$ cat src/rtl/regfile_wr_arbiter.sv
// Register-file write-port arbiter: WB has priority over the MDU, an MDU destination
// scoreboard drives DECODE hazards, and a starvation FSM requests a one-cycle WB stall.
module regfile_wr_arbiter #(
    parameter int STARVE_LIMIT = 4
) (
    input  logic        clk,
    input  logic        rst,
    input  logic        wb_regwrite,
    input  logic [4:0]  wb_rd,
    input  logic [31:0] wb_data,
    input  logic        md_issue,
    input  logic [4:0]  md_issue_rd,
    input  logic        md_valid,
    output logic        md_ready,
    input  logic [4:0]  md_rd,
    input  logic [31:0] md_data,
    input  logic [4:0]  dec_rs,
    input  logic [4:0]  dec_rt,
    output logic        hazard_rs,
    output logic        hazard_rt,
    output logic        stall_wb,
    output logic        regwrite,
    output logic [4:0]  rd,
    output logic [31:0] writedata,
    output logic [1:0]  dbg_state,
    output logic [3:0]  dbg_wait_cnt
);

    typedef enum logic [1:0] {
        S_IDLE  = 2'd0,
        S_WAIT  = 2'd1,
        S_FORCE = 2'd2
    } state_e;

    localparam logic [3:0] LAST_WAIT = 4'(STARVE_LIMIT - 1);

    state_e      state_q, state_d;
    logic [3:0]  cnt_q, cnt_d;
    logic        stall_q, stall_d;
    logic [31:0] pending_q, pending_d;
    logic        regwrite_q, regwrite_d;
    logic [4:0]  rd_q, rd_d;
    logic [31:0] writedata_q, writedata_d;
    logic        md_xfer;

    // MDU handshake: md_valid may be held across cycles; a transfer happens on valid & ready.
    always_comb begin
        md_ready = md_valid & ~wb_regwrite & ~rst;
        md_xfer  = md_valid & md_ready;
    end

    always_comb begin
        regwrite_d  = 1'b0;
        rd_d        = rd_q;
        writedata_d = writedata_q;
        if (wb_regwrite) begin
            regwrite_d  = (wb_rd != 5'd0);
            rd_d        = wb_rd;
            writedata_d = wb_data;
        end else if (md_xfer) begin
            regwrite_d  = (md_rd != 5'd0);
            rd_d        = md_rd;
            writedata_d = md_data;
        end
    end

    // Set is applied after clear so a same-cycle issue to the same register wins.
    always_comb begin
        pending_d = pending_q;
        if (md_xfer) pending_d[md_rd] = 1'b0;
        if (md_issue) pending_d[md_issue_rd] = 1'b1;
        pending_d[0] = 1'b0;
    end

    always_comb begin
        state_d = state_q;
        cnt_d   = cnt_q;
        if (!md_valid || md_xfer) begin
            state_d = S_IDLE;
            cnt_d   = 4'd0;
        end else if (state_q == S_FORCE) begin
            state_d = S_WAIT;
            cnt_d   = 4'd0;
        end else if (cnt_q == LAST_WAIT) begin
            state_d = S_FORCE;
            cnt_d   = 4'd0;
        end else begin
            state_d = S_WAIT;
            cnt_d   = cnt_q + 4'd1;
        end
        stall_d = (state_d == S_FORCE);
    end

    always_ff @(posedge clk) begin
        if (rst) begin
            state_q     <= S_IDLE;
            cnt_q       <= 4'd0;
            stall_q     <= 1'b0;
            pending_q   <= 32'd0;
            regwrite_q  <= 1'b0;
            rd_q        <= 5'd0;
            writedata_q <= 32'd0;
        end else begin
            state_q     <= state_d;
            cnt_q       <= cnt_d;
            stall_q     <= stall_d;
            pending_q   <= pending_d;
            regwrite_q  <= regwrite_d;
            rd_q        <= rd_d;
            writedata_q <= writedata_d;
        end
    end

    always_comb begin
        hazard_rs    = pending_q[dec_rs];
        hazard_rt    = pending_q[dec_rt];
        stall_wb     = stall_q;
        regwrite     = regwrite_q;
        rd           = rd_q;
        writedata    = writedata_q;
        dbg_state    = state_q;
        dbg_wait_cnt = cnt_q;
    end

endmodule

$ cat config.mk
export PLATFORM = sky130hd
export DESIGN_NAME = regfile_wr_arbiter
export DESIGN_NICKNAME = d
export VERILOG_FILES = /design/src/rtl/regfile_wr_arbiter.sv
export SDC_FILE = /design/constraint.sdc
export NUM_CORES = 1
export LEC_CHECK = 0
export CELL_PAD_IN_SITES_DETAIL_PLACEMENT = 0
export CELL_PAD_IN_SITES_GLOBAL_PLACEMENT = 1
export CORE_MARGIN = 5
export CORE_UTILIZATION = 25
export DETAILED_ROUTE_END_ITERATION = 16
export PLACE_DENSITY = 0.73
export SLEW_MARGIN = 20
export SYNTH_ARGS = -nofsm -noshare
export SYNTH_HDL_FRONTEND = slang
export SYNTH_SLANG_ARGS = --single-unit
export TNS_END_PERCENT = 20
$ cat constraint.sdc
create_clock -name clk -period 5 [get_ports clk]
set_clock_uncertainty 0.05 [all_clocks]
set_input_delay 1.5 -clock clk [delete_from_list [all_inputs] [get_ports clk]]
set_output_delay 1.5 -clock clk [all_outputs]
set_load 0.005 [all_outputs]
==> summary.md <==
| Metric | Value |
|---|---|
| Status | `completed` |
| CP max stage delay | `0.50 ns` |
| Lkg Pwr | `2.20 nW` |
| Syn_nets | `559` |
| EDFF count, synth | `0` |
| M1 WL | `5420 um` |
| Initial Utilization | `0.254` |
| Cell area after layout | `~5700 um2` |
| Vias in the first global route | `3939` |
| Hold WC Path Type | `reg2reg` |
| Hold endpoint | `dbg_wait_cnt[0]` |
| Maximum vdd drop | `0.122 mV` |
| Max cap viols | `0` |
| Largest net degree at the start of global routing | `77` |
| Post-Syn Instances | `464` |
| First-pass GRT wire length | `20400 um` |
| Synth warn | `0` |
| Post-synth top area share | `0.395` |
| I/O Buffers | `141` |
| Root Buffer | `clkbuf_16` |
| Final Cycle Share | `0.963` |
| Commonest non-fill, non-tap cell in the layout | `clkdlybuf4s50_1` |
| Final RePlAce weighted congestion | `between 0.8 and 0.9` |
| Main synth FF type | `dfxtp_1` |
| Initial DRC count | `~160` |
| RSZ-0062 raised after global routing | `no` |
| WHS Path Cells | `1` |
| DRT antenna net count | `0` |
| DR vias | `3772` |
| Yosys cell types | `38` |
| Top sig layer | `met4` |
| Cells on worst reg2reg path | `4` |
| Crit-path leading delay family | `buffers and inverters` |
| Critical path fanouts, max | `12` |
| Number of synthesized register bits | `76` |
| R2r endpoint | `dbg_wait_cnt[2]` |
| Final Hold Viols | `0` |
| CTS tree | `built` |
| HP Start | `dbg_wait_cnt[0]` |
| Post-DP Area | `about 5400 um2` |
| Initial antenna violation count | `0` |
| Overall routing resource usage | `0.141` |
| Hold_buf cts | `0` |
| CP required | `3.45 ns` |
| H-tree depth | `3` |
| Drt drc | `0` |
| Crit Path Class | `in2out` |
| Worst skew pair latency | `around 0.33 ns` |
| Most frequent cells in the layout | `134 x clkdlybuf4s50_1, 89 x nor2_1, 76 x dfxtp_1` |
| # IOs | `142` |
| Worst Tran Pin Value | `1.01 ns` |
| Crit path cell chain | `clkdlybuf4s50_1 -> buf_4 -> mux2i_1 -> a211oi_1 -> nand3_1 -> nand4_1 -> clkdlybuf4s50_1` |
| CP max stage cell | `clkdlybuf4s50_1` |
| Layout cells sized above 1 | `0.0599` |
| Pwr/cell area | `roughly 270 nW/um2` |
| TritonRoute pass-1 iters | `5` |
| Layout Cells excl Fill | `~790` |
| Ys async rst share | `0` |
| Antenna Cells | `0` |
| Met2 routed WL | `5920 um` |
| WL final | `12700 um` |
| DIE HEIGHT | `134 um` |
| DR vias/cell | `4.78` |
| Clk sinks | `76` |
| Fill cells | `1565` |
| Die area | `18000 um2` |
| Mapped cell area | `3850 um2` |
| Clock slew at reported path FFs | `0.06 ns` |
| Final setup violation count | `0` |
| Net count, final | `about 690` |
| Top post-synthesis cells by area | `dfxtp_1 40%, mux2i_1 14%, a21oi_1 9.8%, nor2_1 8.7%, o21ai_0 4.2%` |
| Crit path top cell by count | `clkdlybuf4s50_1` |
| WP data arrival | `3.27 ns` |
| R2R Path Start | `dbg_wait_cnt[0]` |
| Post-synthesis sequential area ratio | `0.395` |
| Leading area contributor after synthesis | `dfxtp_1` |
| Site Rows | `45` |
| Cells after DPL | `773` |
| Max_slew headroom | `0.327` |
| R2r setup slk | `3.95 ns` |
| Die W | `134 um` |
| F_max | `208 MHz` |
| Gr ovfl total | `0` |
| Slew Limit Fails | `0` |
| Met3 wire len | `1230 um` |
| Drt wl/cell | `16.1 um` |
| Tmin final | `4.82 ns` |
| Core area | `15100 um2` |
| Mean area per synthesized cell | `8.29 um2` |
| Critical path buffers and inverters | `3` |
| Worst Setup End Kind | `output port` |
| Num CTS Buffers | `9` |
| Clock buffer depth | `2` |
| Startpoint Class | `input pin` |
| HPWL after DPL | `9440 um` |
| Layout area overhead | `47.2%` |
==> cell usage after synthesis (all sizes together), types with 3 or more instances <==
cell,instances
nor2,89
dfxtp,76
a21oi,75
mux2i,55
nand2,38
o21ai,32
buf,20
nand3,11
clkbuf,10
nand2b,7
mux4,6
nand3b,6
nor3b,5
a22oi,4
and3b,3
inv,3
==> power by group <==
| group | internal [mW] | switching, mW | leakage, nW |
|---|---|---|---|
| logic | 0.152 | 0.112 | 1.43 |
| registers | 0.630 | 0.0141 | 0.622 |
| clock network | 0.354 | 0.266 | 0.144 |
==> what timing repair did <==
action,in CTS,in global routing
gates resized for setup,2,3
buffers inserted,0,0
pin swaps,0,0
endpoints found under the setup margin,2,2
==> area by class of cell <==
type                            count  area [um2]  area share
Clock inverter                      6        45.0     0.00795
Inverter                            3        11.3     0.00199
Sequential cell                    76        1520       0.269
Clock buffer                       10         239      0.0422
Tap cell                          188         235      0.0415
Timing Repair Buffer              151        1480       0.261
Multi-Input combinational cell    355        2130       0.377
==> flip-flops by register name, indices dropped and copies added, names as in the netlist <==
signal        cells
pending_q        31
dbg_wait_cnt      4
stall_wb          1
dbg_state         2
writedata        32
regwrite          1
rd                5
==> worst reg2reg max path, cell delays in order (launching register included) <==
cell and delay [ns]:
dfxtp_1 0.38, ha_1 0.22, nand2_1 0.10, nand2b_1 0.13, nor2_1 0.06
==> routing by layer <==
| metal | vias to the layer above | GRT usage |
|---|---|---|
| met1 | 1735 | 0.168 |
| li1 | 1890 | - |
| met2 | 134 | 0.230 |
| met3 | 13 | 0.0619 |
| met4 | 0 | 0.0452 |
| met5 | - | 0 |
==> worst max-delay path by stage <==
| stage | startpoint | slack [ns] | depth (start not counted) | endpoint |
|---|---|---|---|---|
| 4_1_cts | dec_rs[1] | 0.05 | 6 | hazard_rs |
| 2_1_floorplan | dec_rs[1] | 1.02 | 5 | hazard_rs |
| 5_1_grt | dec_rt[2] | 0.04 | 7 | hazard_rt |
| 6_report | dec_rt[2] | 0.18 | 7 | hazard_rt |
| 3_3_place_gp | dec_rs[0] | -0.003 | 5 | hazard_rs |
| 3_5_place_dp | dec_rs[0] | -0.04 | 5 | hazard_rs |
==> stage by stage <==
stage	total power [mW]	util	setup slack, ns	setup TNS, ns	hold WS [ns]
4_1_cts	1.55	0.373	0.0515	0	0.420
3_5_place_dp	0.924	0.355	-0.0443	-0.0697	0.404
3_3_place_gp	0.920	0.355	-0.00334	-0.00334	0.402
5_1_grt	1.61	0.374	0.0413	0	0.462
2_1_floorplan	0.773	-	1.02	0	0.394
6_report	1.53	0.374	0.183	0	0.419
==> logic make-up (layout without fill, tap and decap cells) <==
kind of cell | Yosys count | count (layout) | share of synthesized area
multiplexers | 61 | 61 | 0.180
adder cells (fa/ha/maj) | 1 | 1 | 0.00325
flip-flops | 76 | 76 | 0.395
XOR/XNOR | 2 | 2 | 0.00455
buffers and inverters | 33 | 170 | 0.0501
AND/OR/NAND/NOR | 172 | 172 | 0.204
AO/OA/AOI/OAI | 119 | 119 | 0.163
(Power assumes the default switching activity.)
